--- src/rtl/bullet_engine.sv ---
// Single player bullet: spawns on a shoot edge, climbs one step per movement
// tick, and reports enemy head hits with a short cooldown before the next shot.
module bullet_engine #(
    parameter int STEP_DIV       = 500000,
    parameter int STEP_PX        = 4,
    parameter int BULLET_SIZE    = 10,
    parameter int TOP_LIMIT      = 11,
    parameter int COOLDOWN_TICKS = 8,
    parameter int PARK_X         = 700,
    parameter int PARK_Y         = 0
) (
    input  logic       master_clk,
    input  logic       resetn,
    input  logic       shoot,
    input  logic [9:0] player_x,
    input  logic [8:0] player_y,
    input  logic [9:0] enemy_x,
    input  logic [8:0] enemy_y,
    output logic [9:0] bullet_x,
    output logic [8:0] bullet_y,
    output logic       bullet_active,
    output logic       hit,
    output logic [7:0] hit_count
);
    localparam int CNT_W = (STEP_DIV > 1) ? $clog2(STEP_DIV) : 1;
    localparam int CD_W  = (COOLDOWN_TICKS > 0) ? $clog2(COOLDOWN_TICKS + 1) : 1;

    localparam logic [CNT_W-1:0] CNT_LAST  = CNT_W'(STEP_DIV - 1);
    localparam logic [9:0]       PARK_XV   = 10'(PARK_X);
    localparam logic [8:0]       PARK_YV   = 9'(PARK_Y);
    localparam logic [9:0]       SIZE_X    = 10'(BULLET_SIZE);
    localparam logic [8:0]       SIZE_Y    = 9'(BULLET_SIZE);
    localparam logic [8:0]       STEP_Y    = 9'(STEP_PX);
    localparam logic [8:0]       SPAWN_MIN = 9'(TOP_LIMIT + BULLET_SIZE);
    localparam logic [8:0]       TOP_MOVE  = 9'(TOP_LIMIT + STEP_PX);
    localparam logic [CD_W-1:0]  CD_LOAD   = CD_W'(COOLDOWN_TICKS);

    typedef enum logic [1:0] {
        S_IDLE,
        S_FLIGHT,
        S_HIT,
        S_COOLDOWN
    } state_t;

    state_t            state_q, state_d;
    logic [CNT_W-1:0]  cnt_q, cnt_d;
    logic [CD_W-1:0]   cd_q, cd_d;
    logic [9:0]        bx_q, bx_d;
    logic [8:0]        by_q, by_d;
    logic              act_q, act_d;
    logic              hit_q, hit_d;
    logic [7:0]        hc_q, hc_d;
    logic              shoot_q;
    logic              armed_q;

    logic              tick;
    logic              fire_edge;
    logic [9:0]        dx;
    logic [8:0]        dy;

    // armed_q blocks the artificial edge seen when shoot is already high as reset releases
    assign fire_edge = shoot & ~shoot_q & armed_q;
    assign tick      = (cnt_q == CNT_LAST);
    assign cnt_d     = tick ? '0 : cnt_q + CNT_W'(1);
    assign dx        = (bx_q >= enemy_x) ? (bx_q - enemy_x) : (enemy_x - bx_q);
    assign dy        = (by_q >= enemy_y) ? (by_q - enemy_y) : (enemy_y - by_q);

    always_comb begin
        state_d = state_q;
        cd_d    = cd_q;
        bx_d    = bx_q;
        by_d    = by_q;
        act_d   = act_q;
        hit_d   = 1'b0;
        hc_d    = hc_q;
        case (state_q)
            S_IDLE: begin
                if (fire_edge && (player_y >= SPAWN_MIN)) begin
                    bx_d    = player_x;
                    by_d    = player_y - SIZE_Y;
                    act_d   = 1'b1;
                    state_d = S_FLIGHT;
                end
            end
            S_FLIGHT: begin
                if (tick) begin
                    if ((dx < SIZE_X) && (dy < SIZE_Y)) begin
                        hit_d   = 1'b1;
                        hc_d    = (hc_q == 8'hFF) ? hc_q : hc_q + 8'd1;
                        bx_d    = PARK_XV;
                        by_d    = PARK_YV;
                        act_d   = 1'b0;
                        cd_d    = CD_LOAD;
                        state_d = S_HIT;
                    end else if (by_q < TOP_MOVE) begin
                        bx_d    = PARK_XV;
                        by_d    = PARK_YV;
                        act_d   = 1'b0;
                        state_d = S_IDLE;
                    end else begin
                        by_d = by_q - STEP_Y;
                    end
                end
            end
            S_HIT: begin
                state_d = S_COOLDOWN;
            end
            S_COOLDOWN: begin
                if (tick) begin
                    if (cd_q <= CD_W'(1)) begin
                        cd_d    = '0;
                        state_d = S_IDLE;
                    end else begin
                        cd_d = cd_q - CD_W'(1);
                    end
                end
            end
            default: begin
                state_d = S_IDLE;
            end
        endcase
    end

    always_ff @(posedge master_clk or negedge resetn) begin
        if (!resetn) begin
            state_q <= S_IDLE;
            cnt_q   <= '0;
            cd_q    <= '0;
            bx_q    <= PARK_XV;
            by_q    <= PARK_YV;
            act_q   <= 1'b0;
            hit_q   <= 1'b0;
            hc_q    <= 8'd0;
            shoot_q <= 1'b0;
            armed_q <= 1'b0;
        end else begin
            state_q <= state_d;
            cnt_q   <= cnt_d;
            cd_q    <= cd_d;
            bx_q    <= bx_d;
            by_q    <= by_d;
            act_q   <= act_d;
            hit_q   <= hit_d;
            hc_q    <= hc_d;
            shoot_q <= shoot;
            armed_q <= 1'b1;
        end
    end

    assign bullet_x      = bx_q;
    assign bullet_y      = by_q;
    assign bullet_active = act_q;
    assign hit           = hit_q;
    assign hit_count     = hc_q;
endmodule
--- config.mk ---
export PLATFORM = sky130hd
export DESIGN_NAME = bullet_engine
export DESIGN_NICKNAME = d
export VERILOG_FILES = /design/src/rtl/bullet_engine.sv
export SDC_FILE = /design/constraint.sdc
export NUM_CORES = 1
export LEC_CHECK = 0
export BUFFER_PORTS_ARGS = -buffer_cell sky130_fd_sc_hd__buf_2
export CORE_ASPECT_RATIO = 1.5
export CORE_MARGIN = 2
export CORE_UTILIZATION = 40
export CTS_CLUSTER_DIAMETER = 60
export DETAILED_ROUTE_END_ITERATION = 8
export PLACE_DENSITY = 0.68
export SYNTH_ARGS = -nofsm -noshare
export SYNTH_HDL_FRONTEND = slang
export SYNTH_SLANG_ARGS = --single-unit
--- constraint.sdc ---
create_clock -name master_clk -period 3.86 [get_ports master_clk]
set_input_delay 0.193 -clock master_clk [delete_from_list [all_inputs] [get_ports master_clk]]
set_output_delay 0.193 -clock master_clk [all_outputs]
set_load 0.01 [all_outputs]
==> flow_summary.yaml, run 1 <==
routing:
  dr.pass1.iters: 4
  drc_errors: 0
  ant_nets: 0
  drtIter0Drc: 165
  avgViaCountPerCell: 5.492
  wl_per_cell_um: 16.47
  routed_wl_um: 12520
  vias: 4174
setup_path:
  r2r_slack_ns: 0.26
  path_max_fanout: 18
  r2r-start: "bullet_x[3]$_DFFE_PN1P_"
  worst-setup-path-type: "flip-flop to flip-flop"
  worstSetupEndpointType: "flip-flop"
  cp.arrival_ns: 3.78
  required_ns: 4.04
  reg2reg_to: "bullet_y[7]$_DFFE_PN0P_"
  crit_path_start_kind: "flip-flop"
  rr_worst_depth: 13
final_layout:
  fin_util: 0.4671
  layout-area-overhead-vs-synth_pct: 14.76
  drive_above_1_share: 0.1806
  fin_nets: 697
global_route:
  grt_overflow_total: 0
  antenna_found_initial: 1
  grt_pass1_vias: 4256
  grt_pass1_wl_um: 20330
  grt_max_degree: 39
  track_usage: 0.2034
worst_hold_path:
  holdPathEnd: "shoot_q$_DFF_PN0_"
  hold_class: "input port to flip-flop"
  whs_path_depth: 1
  min_from: "shoot"
sta:
  clock_skew_ns: 0.007408
  worst_slew_margin_rel: 0.6259
  worstMarginPinSlew_ns: 0.5612
  rsz0062_at_grt: "no"
  setup-tns-final_ns: 0
  fin_crit_ns: 3.599
  setup_viol: 0
  fin_crit_sh: 0.9324
  slew_viol_final: 0
  finalHoldViolations: 0
  fmax_mhz: 277.9
placed_design:
  place_hpwl_um: 9857
  portBuffers: 69
  place_congestion: 0.9498
power_and_ir_drop:
  power_uw: 1265
  peakVddDrop_mv: 0.1761
  cell_internal_pwr_uw: 912.9
  p_sw_uw: 352.4
  leakagePower_uw: 0.002567
  swShare: 0.2785
  cellPowerDensity_nw_per_um2: 237.4
  seq_power_share: 0.464
  pwr-share-comb: 0.154
  pwr-share-clk: 0.381
yosys:
  synth.ff_latch_count: 56
  syn_inst: 539
  syn-num-nets: 628
  async_flop_share: 1.000
  synth-edff-count: 0
  syn_area_sq_um: 4644
  ys.flop_type: "dfrtp_1"
  syn_area_per_cell_sq_um: 8.617
  seq_area_frac_synth: 0.3033
  synth_cell_type_count: 66
  yosys_warnings: 0
die:
  ios: 70
  die_y_um: 136.0
  std_cell_rows: 48
  initial_core_util: 0.4070
  die_area_sq_um: 12510
  fp.dieW_um: 91.98
  core_sq_um: 11410
cts:
  htreeDepth: 2
  clock_sinks: 56
  cts_buffers: 5
  ctsResizeCount: 0
  clkTransAtPathRegs_ns: 0.08
  clock_latency_ns: 0.30
  cts_tree: "built"
  cts-root-buf: "clkbuf_16"
  clock_path_buffers: 2
status:
  outcome: "finished clean"
job:
  cap_violations: 0
registers in the layout, indices dropped and copies added, names as in the netlist, named ones only:
name / count
cnt_q: 19
bullet_x: 10
shoot_q: 1
bullet_y: 9
state_q: 1
hit: 1
armed_q: 1
cd_q: 4
hit_count: 8
bullet_active: 1
final cells by class:
cell class,count,area [sq um]
multi-input cells,407,2917
inverters,53,198.9
flip-flops and latches,56,1409
diodes,1,2.502
clock buffers,5,125.1
fillers,1122,6081
clock inverters,3,22.52
well taps,150,187.7
repair buffers,85,467.9
per-stage QoR:
| step | setup slack (ns) | std cells | cell area (sq um) | hold WS [ns] |
|---|---|---|---|---|
| floorplan | 0.5743 | 539 | 4644 | -0.1026 |
| global placement | 0.3478 | 750 | 5170 | 0.1528 |
| detailed placement | 0.3029 | 750 | 5170 | 0.1633 |
| CTS | 0.3025 | 759 | 5328 | 0.01022 |
| global route | 0.06193 | 759 | 5328 | 0.01314 |
| finish | 0.2611 | 760 | 5330 | 0.007483 |
worst max-delay path, stage by stage (launching register included):
cell and delay (ns):
dfstp_2 0.56, ha_1 0.35, a21oi_1 0.35, a21oi_1 0.13, o21ai_0 0.34, a21boi_0 0.14
or3_1 0.37, nand4_1 0.07, and4b_1 0.20, nand4_2 0.11, buf_4 0.25, nand2_1 0.09
buf_4 0.17, o31ai_1 0.35
layer usage:
layer	vias up	global-route usage	part of all wire
met4	0	0.08706	0.034
li1	2045	-	-
met1	1997	0.2263	0.40
met3	31	0.03271	0.034
met2	101	0.3795	0.53
met5	-	0	0
cells by family (layout without fill, tap and decap cells):
logic type | Yosys count | after routing | synth area share
simple gates | 181 | 181 | 0.2117
flops | 56 | 56 | 0.3033
fa+ha+maj | 48 | 48 | 0.1358
mux | 7 | 7 | 0.01670
xor+xnor | 43 | 43 | 0.08109
buf+inv | 76 | 146 | 0.06869
compound gates | 127 | 127 | 0.1818
other cells | 1 | 2 | 0.0008074
cells in the final DEF, fill, tap and decap left out, types with 12 or more instances in the layout:
master and n:
nand4_1 12, dfrtp_1 50, buf_2 69, nor3_1 15, xnor2_1 18, nor2b_1 12, buf_4 15, nor2_1 33
xor2_1 25, nand3_1 20, nand2_1 35, ha_1 44, o21ai_0 30, a21oi_1 23, inv_1 53
repair_timing:
action                                 4_1_cts  5_1_grt
endpoints found under the hold margin       18        0
setup buffers                                0        0
hold buffers                                 1        0
power by group through the flow:
| stage | clock, uW | combinational, uW | sequential [uW] |
|---|---|---|---|
| 6_report | 482 | 195 | 588 |
| 5_1_grt | 514 | 216 | 588 |
| 4_1_cts | 496 | 194 | 588 |
| 3_5_place_dp | 0 | 192 | 599 |
| 3_3_place_gp | 0 | 192 | 599 |
| 2_1_floorplan | 0 | 118 | 599 |
cells in the mapped netlist (all sizes together), types with 2 or more instances:
master	number	share of area
inv	53	0.043
dfrtp	50	0.27
ha	44	0.12
nand2	35	0.028
nor2	33	0.027
o21ai	30	0.032
xor2	25	0.047
a21oi	24	0.027
nand3	20	0.022
xnor2	18	0.034
clkbuf	15	0.012
nor3	15	0.016
nand4	13	0.019
nor2b	12	0.016
a21o	9	0.015
nand2b	9	0.012
nor4	9	0.012
a211oi	8	0.013
buf	8	0.014
or3	8	0.013
a31oi	7	0.0094
and3	7	0.0094
o31ai	7	0.011
dfstp	6	0.034
o22a	6	0.011
a21boi	4	0.0065
and2	4	0.0054
and4	4	0.0086
fa	4	0.017
mux2i	4	0.0086
o22ai	4	0.0054
a22oi	3	0.0048
mux2	3	0.0081
nand3b	3	0.0048
nor4b	3	0.0070
o21a	3	0.0048
o21bai	3	0.0048
a211o	2	0.0038
a221oi	2	0.0038
a222oi	2	0.0043
nor3b	2	0.0032
o211ai	2	0.0032
o221ai	2	0.0038
worst max path at each step:
| stage | slack [ns] | start | depth (start not counted) | to |
|---|---|---|---|---|
| global placement | 0.35 | bullet_x[5]$_DFFE_PN1P_ | 12 | bullet_y[7]$_DFFE_PN0P_ |
| floorplan | 0.57 | bullet_y[6]$_DFFE_PN0P_ | 12 | hit_count[1]$_DFFE_PN0P_ |
| global route | 0.06 | bullet_y[6]$_DFFE_PN0P_ | 12 | hit_count[7]$_DFFE_PN0P_ |
| finish | 0.26 | bullet_x[3]$_DFFE_PN1P_ | 13 | bullet_y[7]$_DFFE_PN0P_ |
| CTS | 0.30 | bullet_x[5]$_DFFE_PN1P_ | 12 | bullet_y[7]$_DFFE_PN0P_ |
| detailed placement | 0.30 | bullet_x[5]$_DFFE_PN1P_ | 12 | bullet_y[7]$_DFFE_PN0P_ |
No activity file was read; power rests on OpenSTA's default activity.
==> run 2: changes to the inputs <==
==> constraint.sdc (replaced) <==
create_clock -name master_clk -period 3.6 [get_ports master_clk]
set_input_delay 0.18 -clock master_clk [delete_from_list [all_inputs] [get_ports master_clk]]
set_output_delay 0.18 -clock master_clk [all_outputs]
set_load 0.01 [all_outputs]
==> flow_summary.yaml, run 2 (synthesis gave the netlist of run 1 again) <==
sta:
  clock_skew_ns: 0.008176
  rsz0062_at_grt: "yes"
  fin_crit_sh: 0.9689
  setup-tns-final_ns: 0
  fin_crit_ns: 3.488
  worst_slew_margin_rel: 0.5523
  worstMarginPinSlew_ns: 0.6716
  hold-worst-slack_ns: 0.08057
  setup_viol: 0
  fmax_mhz: 286.7
  slew_viol_final: 0
  setup_ws_ns: 0.1120
  finalHoldViolations: 0
power_and_ir_drop:
  power_uw: 1372
  leakagePower_uw: 0.002632
  peakVddDrop_mv: 0.2315
  cellPowerDensity_nw_per_um2: 250.8
routing:
  vias: 4236
  met3_length_um: 375
  routed_wl_um: 12670
  wl_met1_um: 5065
  ant_nets: 0
  avgViaCountPerCell: 5.494
  route.met2.wl_um: 6746
  drc_errors: 0
  drtIter0Drc: 174
  wl_per_cell_um: 16.44
  dr.pass1.iters: 4
  highest_layer: "met4"
status:
  outcome: "finished clean"
placed_design:
  place_hpwl_um: 9882
  portBuffers: 69
  post-place-ws_ns: 0.08202
  dp.cells: 760
  place_congestion: 0.9183
cts:
  clock_path_buffers: 2
  clock_latency_ns: 0.31
  cts_buffers: 5
  cts_tree: "built"
  cts-root-buf: "clkbuf_16"
  clock_sinks: 56
  clkTransAtPathRegs_ns: 0.08
  htreeDepth: 2
setup_path:
  worst-setup-path-type: "flip-flop to flip-flop"
  cp.arrival_ns: 3.68
  crit_path_max_incr_delay_ns: 0.56
  cp_top_family: "simple AND/OR/NAND/NOR gates"
  path_max_fanout: 7
  critPathBufInv: 1
  required_ns: 3.79
  slowest_stage: "dfstp_2"
  worstSetupEndpointType: "flip-flop"
  cp_cell_sequence: "ha_1 -> and4_1 -> and3_1 -> a221o_1 -> buf_4 -> a31oi_1 -> a31o_2 -> nand4_1 -> and4b_1 -> nand4_2 -> or3_4 -> mux2_4"
  crit_path_start_kind: "flip-flop"
global_route:
  grt_max_degree: 30
  track_usage: 0.2059
  grt_overflow_total: 0
  grt_pass1_vias: 4415
  grt_pass1_wl_um: 20600
  antenna_found_initial: 0
final_layout:
  layout_commonest_cell: "buf_2"
  largest_reg_flops: 19
  top_register: "cnt_q"
  drive_above_1_share: 0.2061
  num-fill-cells: 1133
  final_cell_mix: "69 x buf_2, 53 x inv_1, 50 x dfrtp_1"
  fin_nets: 709
  diodes: 0
  fin_cells: 771
  layout-area-overhead-vs-synth_pct: 17.83
die:
  die_area_sq_um: 12510
  die_y_um: 136.0
  core_sq_um: 11410
  ios: 70
  initial_core_util: 0.4070
  std_cell_rows: 48
  fp.dieW_um: 91.98
job:
  cap_violations: 0
worst_hold_path:
  hold_class: "input port to flip-flop"
run 2: cell count changes in the layout (fill, tap and decap cells not counted), moves of 2 or more:
| cell | delta |
|---|---|
| buf_4 | +10 |
| a21oi_2 | +3 |
| nor4_2 | +2 |
| a21oi_1 | -3 |
| nor4_1 | -3 |
run 2: cell type report:
cell class | instances | area [sq um] | area share
clock inverter | 3 | 26.28 | 0.004801
multi-input combinational | 407 | 2962 | 0.5412
sequential | 56 | 1409 | 0.2574
inverter | 53 | 198.9 | 0.03635
clock buffer | 5 | 125.1 | 0.02286
timing repair buffer | 97 | 564.3 | 0.1031
tap | 150 | 187.7 | 0.03429
run 2: per-layer routing:
metal,vias up,track usage
met5,-,0
met1,2029,0.2220
met2,102,0.3901
met4,0,0.1036
met3,35,0.02605
li1,2070,-
run 2: what timing repair did:
action	in CTS	in global routing
endpoints found under the hold margin	29	0
setup buffers	0	1
resized for setup	0	10
hold buffers	2	0
setup endpoints to repair	0	11
run 2: final timing paths:
path | startpoint | endpoint | slack [ns] | cells after the start
worst max-delay path | bullet_x[7]$_DFFE_PN1P_ | hit_count[1]$_DFFE_PN0P_ | 0.11 | 12
worst min-delay path | player_x[6] | bullet_x[6]$_DFFE_PN0P_ | 0.08 | 3
worst max register to register | bullet_x[7]$_DFFE_PN1P_ | hit_count[1]$_DFFE_PN0P_ | 0.11 | 12
worst min register to register | cnt_q[4]$_DFF_PN0_ | cnt_q[4]$_DFF_PN0_ | 0.47 | 1
max in group asynchronous | resetn | bullet_x[3]$_DFFE_PN1P_ | 2.26 | 3
min in group asynchronous | resetn | shoot_q$_DFF_PN0_ | 0.44 | 2
run 2: metrics by stage:
step,cell area [sq um],util
after detailed placement,5245,0.4596
after CTS,5416,0.4747
after global placement,5245,0.4596
after floorplan,4644,-
final,5473,0.4796
after global routing,5473,0.4796
run 2: power by group:
part / switching, uW / internal, uW / leakage (uW)
combinational: 123 / 96.1 / 0.00188
clock: 257 / 265 / 0.0000748
sequential: 0.263 / 630 / 0.000679
run 2: tightest hold or removal path: stages:
cell     delay, ns
buf_2         0.08
nand2_1       0.04
o21ai_0       0.05
